$ cat src/rtl/tanh_backprop_if.sv
// Operand/result handshake bundle for the tanh backward-pass unit.
// The master drives operands and result acceptance; the slave is the gradient block.
interface tanh_backprop_if #(
  parameter int WIDTH = 32
);
  logic                    in_valid;
  logic                    in_ready;
  logic signed [WIDTH-1:0] y_in;
  logic signed [WIDTH-1:0] err_in;
  logic                    out_valid;
  logic                    out_ready;
  logic signed [WIDTH-1:0] delta_out;
  logic signed [WIDTH-1:0] deriv_out;
  logic                    sat_flag;

  modport master (
    output in_valid, y_in, err_in, out_ready,
    input  in_ready, out_valid, delta_out, deriv_out, sat_flag
  );

  modport slave (
    input  in_valid, y_in, err_in, out_ready,
    output in_ready, out_valid, delta_out, deriv_out, sat_flag
  );
endinterface

$ cat src/rtl/tanh_backprop.sv
// Local tanh gradient: delta = err * (1 - y^2) in signed fixed point.
// One shared signed multiplier is time-multiplexed across the SQ and MUL states.
module tanh_backprop #(
  parameter int WIDTH = 32,
  parameter int FL    = 24
) (
  input  logic          clk,
  input  logic          rst,
  tanh_backprop_if.slave bus
);

  localparam logic signed [WIDTH-1:0] ONE     = {{(WIDTH-FL-1){1'b0}}, 1'b1, {FL{1'b0}}};
  localparam logic signed [WIDTH-1:0] NEG_ONE = -ONE;

  typedef enum logic [1:0] {
    IDLE = 2'd0,
    SQ   = 2'd1,
    MUL  = 2'd2,
    DONE = 2'd3
  } state_t;

  // Clamping y to [-1, 1] bounds deriv to [0, 1], so delta can never exceed |err|.
  function automatic logic signed [WIDTH-1:0] clamp_unit(input logic signed [WIDTH-1:0] v);
    if (v > ONE)          return ONE;
    else if (v < NEG_ONE) return NEG_ONE;
    else                  return v;
  endfunction

  function automatic logic is_clamped(input logic signed [WIDTH-1:0] v);
    return (v > ONE) || (v < NEG_ONE);
  endfunction

  // Arithmetic shift floors toward -inf; no rounding is applied.
  function automatic logic signed [WIDTH-1:0] q_shift(input logic signed [2*WIDTH-1:0] p);
    return WIDTH'(p >>> FL);
  endfunction

  state_t                  state_q, state_d;
  logic signed [WIDTH-1:0] y_q, y_d;
  logic signed [WIDTH-1:0] err_q, err_d;
  logic signed [WIDTH-1:0] deriv_q, deriv_d;
  logic                    sat_q, sat_d;
  logic signed [WIDTH-1:0] delta_out_q, delta_out_d;
  logic signed [WIDTH-1:0] deriv_out_q, deriv_out_d;
  logic                    sat_out_q, sat_out_d;
  logic                    in_ready_q, in_ready_d;
  logic                    out_valid_q, out_valid_d;

  logic signed [WIDTH-1:0]   mul_a;
  logic signed [WIDTH-1:0]   mul_b;
  logic signed [2*WIDTH-1:0] prod;

  always_comb begin
    mul_a = err_q;
    mul_b = deriv_q;
    if (state_q == SQ) begin
      mul_a = y_q;
      mul_b = y_q;
    end
    prod = (2*WIDTH)'(mul_a) * (2*WIDTH)'(mul_b);
  end

  always_comb begin
    state_d     = state_q;
    y_d         = y_q;
    err_d       = err_q;
    deriv_d     = deriv_q;
    sat_d       = sat_q;
    delta_out_d = delta_out_q;
    deriv_out_d = deriv_out_q;
    sat_out_d   = sat_out_q;
    case (state_q)
      IDLE: begin
        if (bus.in_valid && in_ready_q) begin
          y_d     = clamp_unit(bus.y_in);
          sat_d   = is_clamped(bus.y_in);
          err_d   = bus.err_in;
          state_d = SQ;
        end
      end
      SQ: begin
        deriv_d = ONE - q_shift(prod);
        state_d = MUL;
      end
      // Result registers only change here so they hold through IDLE until the next result.
      MUL: begin
        delta_out_d = q_shift(prod);
        deriv_out_d = deriv_q;
        sat_out_d   = sat_q;
        state_d     = DONE;
      end
      DONE: begin
        if (bus.out_ready) state_d = IDLE;
      end
      default: state_d = IDLE;
    endcase
    in_ready_d  = (state_d == IDLE);
    out_valid_d = (state_d == DONE);
  end

  always_ff @(posedge clk) begin
    if (rst) begin
      state_q     <= IDLE;
      y_q         <= '0;
      err_q       <= '0;
      deriv_q     <= '0;
      sat_q       <= 1'b0;
      delta_out_q <= '0;
      deriv_out_q <= '0;
      sat_out_q   <= 1'b0;
      in_ready_q  <= 1'b1;
      out_valid_q <= 1'b0;
    end else begin
      state_q     <= state_d;
      y_q         <= y_d;
      err_q       <= err_d;
      deriv_q     <= deriv_d;
      sat_q       <= sat_d;
      delta_out_q <= delta_out_d;
      deriv_out_q <= deriv_out_d;
      sat_out_q   <= sat_out_d;
      in_ready_q  <= in_ready_d;
      out_valid_q <= out_valid_d;
    end
  end

  assign bus.in_ready  = in_ready_q;
  assign bus.out_valid = out_valid_q;
  assign bus.delta_out = delta_out_q;
  assign bus.deriv_out = deriv_out_q;
  assign bus.sat_flag  = sat_out_q;

endmodule
$ cat src/flat_wrapper.sv
// flat-port wrapper written by rule: the top's interface ports become plain ports
module tanh_backprop_flat 
#(
  parameter int WIDTH = 32,
  parameter int FL    = 24
)
  (clk, rst, bus_in_valid, bus_y_in, bus_err_in, bus_out_ready, bus_in_ready, bus_out_valid, bus_delta_out, bus_deriv_out, bus_sat_flag);
  tanh_backprop_if #(.WIDTH(WIDTH)) bus_i ();
  input  logic clk;
  input  logic rst;
  input wire logic [$bits(bus_i.in_valid)-1:0] bus_in_valid;
  input wire logic [$bits(bus_i.y_in)-1:0] bus_y_in;
  input wire logic [$bits(bus_i.err_in)-1:0] bus_err_in;
  input wire logic [$bits(bus_i.out_ready)-1:0] bus_out_ready;
  output wire logic [$bits(bus_i.in_ready)-1:0] bus_in_ready;
  output wire logic [$bits(bus_i.out_valid)-1:0] bus_out_valid;
  output wire logic [$bits(bus_i.delta_out)-1:0] bus_delta_out;
  output wire logic [$bits(bus_i.deriv_out)-1:0] bus_deriv_out;
  output wire logic [$bits(bus_i.sat_flag)-1:0] bus_sat_flag;
  assign bus_i.in_valid = bus_in_valid;
  assign bus_i.y_in = bus_y_in;
  assign bus_i.err_in = bus_err_in;
  assign bus_i.out_ready = bus_out_ready;
  assign bus_in_ready = bus_i.in_ready;
  assign bus_out_valid = bus_i.out_valid;
  assign bus_delta_out = bus_i.delta_out;
  assign bus_deriv_out = bus_i.deriv_out;
  assign bus_sat_flag = bus_i.sat_flag;
  tanh_backprop #(.WIDTH(WIDTH), .FL(FL)) u_core (.clk(clk), .rst(rst), .bus(bus_i));
endmodule
$ cat config.mk
export PLATFORM = sky130hd
export DESIGN_NAME = tanh_backprop_flat
export DESIGN_NICKNAME = d
export VERILOG_FILES = /design/src/rtl/tanh_backprop_if.sv /design/src/rtl/tanh_backprop.sv /design/src/flat_wrapper.sv
export SDC_FILE = /design/constraint.sdc
export NUM_CORES = 2
export LEC_CHECK = 0
export CAP_MARGIN = 20
export CORE_UTILIZATION = 37
export CTS_CLUSTER_SIZE = 25
export DETAILED_ROUTE_END_ITERATION = 10
export SYNTH_ARGS = -nofsm -noshare
export SYNTH_HDL_FRONTEND = slang
export SYNTH_SLANG_ARGS = --single-unit
$ cat constraint.sdc
create_clock -name clk -period 14 [get_ports clk]
set_input_delay 3.5 -clock clk [delete_from_list [all_inputs] [get_ports clk]]
set_output_delay 3.5 -clock clk [all_outputs]
set_load 0.005 [all_outputs]
==> results_dict.tcl <==
set metrics [dict create \
    status "completed" \
    dieWidth_um 330 \
    hold_violations 0 \
    initial_core_util 0.375 \
    fin_skew_ns 0.0162 \
    syn_area_per_cell_um2 8.47 \
    cpPeakStageDelay_ns 0.73 \
    finalNonFillerCells 6141 \
    synth.net_count 5910 \
    synth-edff-count 0 \
    crit_top_cell "fa_1" \
    required_ns 14.37 \
    avgViaCountPerCell 5.29 \
    synthArstFlopShare 0 \
    clock-sinks 166 \
    postCtsHoldBufs 0 \
    drive_gt1_frac 0.0428 \
    synth_compound_area_frac 0.0680 \
    drtIter0Drc 2605 \
    areaGrowthSynthToFinish_pct 9.96 \
    root_buffer "clkbuf_16" \
    grt_use_total 0.269 \
    cts_buffer_depth 2 \
    slew-limit-headroom 0.230 \
    ys_warn_count 0 \
    synth-seq-cells 166 \
    gr-total-overflow 0 \
    synth_top_cell_area_share 0.495 \
    cts-resized-gates 0 \
    synth_top_cell_by_area "fa_1" \
    yosysMostFrequentCell "fa_1" \
    worst_r2r_path_depth 31 \
    synth_cells 4687 \
    cp-start-kind "flop" \
    worst-r2r-setup-slack_ns 2.53 \
    leakagePower_nw 19.7 \
    vias 32500 \
    synth_fa_ha_area_frac 0.550 \
    crit_path_end_kind "flop" \
    finalSetupTns_ns 0 \
    die-area_um2 109000 \
    synth_seq_area_share 0.0837 \
    grt_pass1_wl_um 214000 \
    core-area_um2 106000 \
    final.fill_count 10700 \
    drv_cap 0 \
    wl_per_cell_um 23.1 \
    irDropWorstVdd_v 0.000172 \
    min_period_over_period 0.819 \
    syn-cell-area_um2 39700 \
    r2r_end "u_core.deriv_q[26]" \
    synthMuxAreaShare 0.00101 \
    critPathCapture "u_core.deriv_q[26]" \
    clk_pin_slew_worst_paths_ns 0.07 \
    r2r_start "u_core.state_q[1]" \
    port_buffers 134 \
    path_class "flop to flop" \
    period_minus_slack_ns 11.47 \
    drt_wl_total_um 142000 \
    grt_pass1_vias 33700 \
    synth-simple-area-share 0.175 \
    ant_nets 0 \
    hold_path.class "flop to flop" \
    slowest_stage "nor4b_1" \
    gp_congestion 0.984 \
    startpoint "u_core.state_q[1]" \
    synth-xor-area-share 0.0141 \
    clk-insertion-delay-late_ns 0.45 \
    antenna_found_initial 14 \
    synth-main-ff-cell "dfxtp_1" \
    power_density_nw_per_um2 131 \
    worst_slew_pin_slew_ns 1.15 \
    finalNetCount 5957 \
    yosys.cell_types.count 76 \
    worstPathMaxFanout 58 \
    htreeDepth 4 \
    rsz0062_at_grt "false" \
    synth.area.top_cells "fa_1 50%, nand2_1 8.9%, inv_1 8.7%" \
    cts_buffers 17 \
    fmax_ghz 0.0872 \
    synth_top_family_by_area "adder cells" \
    dpl_cell_area_um2 43000 \
    design_area_um2 43700 \
    grt_max_degree 101 \
    route.detailed.drc 0 \
    cts_setup_buffers 0 \
    cts_tree "done" \
    die_height_um 330 \
    ys_top_cells_by_count "982 x fa_1, 939 x nand2_1, 920 x inv_1, 571 x nor2_1, 233 x a21oi_1" \
    slew_violations 0 \
    setup_viol 0 \
    dr.pass1.iters 6 \
    hpwlAfterDp_um 115000 \
    pre_cts_ws_ns 2.67 \
    dp_cells 6104 \
    crit_arrival_ns 11.84 \
    setup_slack_ns 2.53 \
    io-pin-count 135 \
    core.rowCount 119 \
]
metal layers:
metal | part of all wire | GRT usage
met1 | 0.39 | 0.346
met2 | 0.46 | 0.433
met3 | 0.090 | 0.0597
met4 | 0.054 | 0.119
met5 | 0.00065 | 0
final cells by class:
type                            count  area [µm²]  share of cell area
Antenna cell                        4        10.0            0.000229
Clock inverter                     10         124             0.00284
Sequential cell                   166        3320              0.0761
Multi-Input combinational cell   3375       32300               0.739
Clock buffer                       21         450              0.0103
Inverter                          921        3460              0.0792
Tap cell                         1391        1740              0.0399
Timing Repair Buffer              253        2280              0.0523
worst max-delay path, delay by kind of cell (launching register included):
kind                     cells  cell delay [ns]
flip-flops                   1             0.48
buffers and inverters        7             1.14
AO/OA/AOI/OAI                6             1.73
XOR/XNOR                     1             0.27
AND/OR/NAND/NOR              8             3.32
adder cells (fa/ha/maj)      9             4.40
layout by cell type, fill, tap and decap left out, drive strengths merged, types with 5 or more instances in the layout:
| master | netlist | layout |
|---|---|---|
| nor3 | 24 | 24 |
| nand2 | 939 | 939 |
| o22ai | 5 | 5 |
| o211ai | 17 | 17 |
| inv | 920 | 921 |
| o21ai | 52 | 52 |
| a31oi | 7 | 7 |
| xor2 | 10 | 10 |
| and3 | 12 | 12 |
| clkdlybuf4s50 | 0 | 133 |
| nand4 | 18 | 18 |
| a31o | 5 | 5 |
| a22oi | 24 | 24 |
| buf | 8 | 120 |
| nand3b | 8 | 8 |
| xnor2 | 54 | 54 |
| and2 | 47 | 47 |
| fa | 982 | 982 |
| nor2 | 571 | 571 |
| o2111ai | 7 | 7 |
| or3 | 6 | 6 |
| nand2b | 8 | 8 |
| o21a | 9 | 9 |
| nor4 | 14 | 14 |
| nand3 | 27 | 27 |
| a211oi | 24 | 24 |
| o21bai | 5 | 5 |
| dfxtp | 166 | 166 |
| clkbuf | 217 | 21 |
| clkinv | 1 | 6 |
| or2 | 10 | 10 |
| or4 | 8 | 8 |
| a21oi | 234 | 234 |
| a21o | 10 | 10 |
| ha | 173 | 173 |
sequential cells by signal, summed over array words and instances (netlist names):
name / flops
u_core.y_q: 32
u_core.bus.out_valid: 1
u_core.deriv_q: 32
u_core.bus.in_ready: 1
u_core.bus.delta_out: 32
u_core.bus.deriv_out: 32
u_core.err_q: 32
u_core.sat_q: 1
u_core.state_q: 2
u_core.bus.sat_flag: 1
how the worst min path moves through the flow:
stage | from | to | slack, ns | cells after the start
2_1_floorplan | u_core.deriv_q[19] | u_core.bus.deriv_out[19] | 0.43 | 2
3_3_place_gp | u_core.bus.deriv_out[20] | u_core.bus.deriv_out[20] | 0.44 | 2
3_5_place_dp | u_core.bus.deriv_out[25] | u_core.bus.deriv_out[25] | 0.45 | 2
4_1_cts | u_core.bus.deriv_out[25] | u_core.bus.deriv_out[25] | 0.46 | 2
5_1_grt | u_core.err_q[29] | u_core.err_q[29] | 0.47 | 2
6_report | u_core.bus.deriv_out[6] | u_core.bus.deriv_out[6] | 0.45 | 2
where the power goes:
| part | switching, W | internal [W] | leakage, nW | total, W |
|---|---|---|---|---|
| Clock | 0.000202 | 0.000268 | 0.274 | 0.000470 |
| Combinational | 0.00306 | 0.00156 | 18.1 | 0.00462 |
| Sequential | 0.0000717 | 0.000542 | 1.35 | 0.000614 |
logic make-up after synthesis:
group,count (synthesis)
xor gates and xnor gates,64
and+or+nand+nor,1712
DFF,166
AOI/OAI and AO/OA,440
buffers and inverters,1146
muxes,4
adders and majority gates,1155
stage by stage:
step	hold WS [ns]	power, W	utilization
finish	0.452	0.00571	0.412
global route	0.474	0.00613	0.412
CTS	0.456	0.00565	0.412
detailed placement	0.447	0.00515	0.406
global placement	0.445	0.00513	0.406
floorplan	0.432	0.00353	-
(Power assumes the default switching activity.)
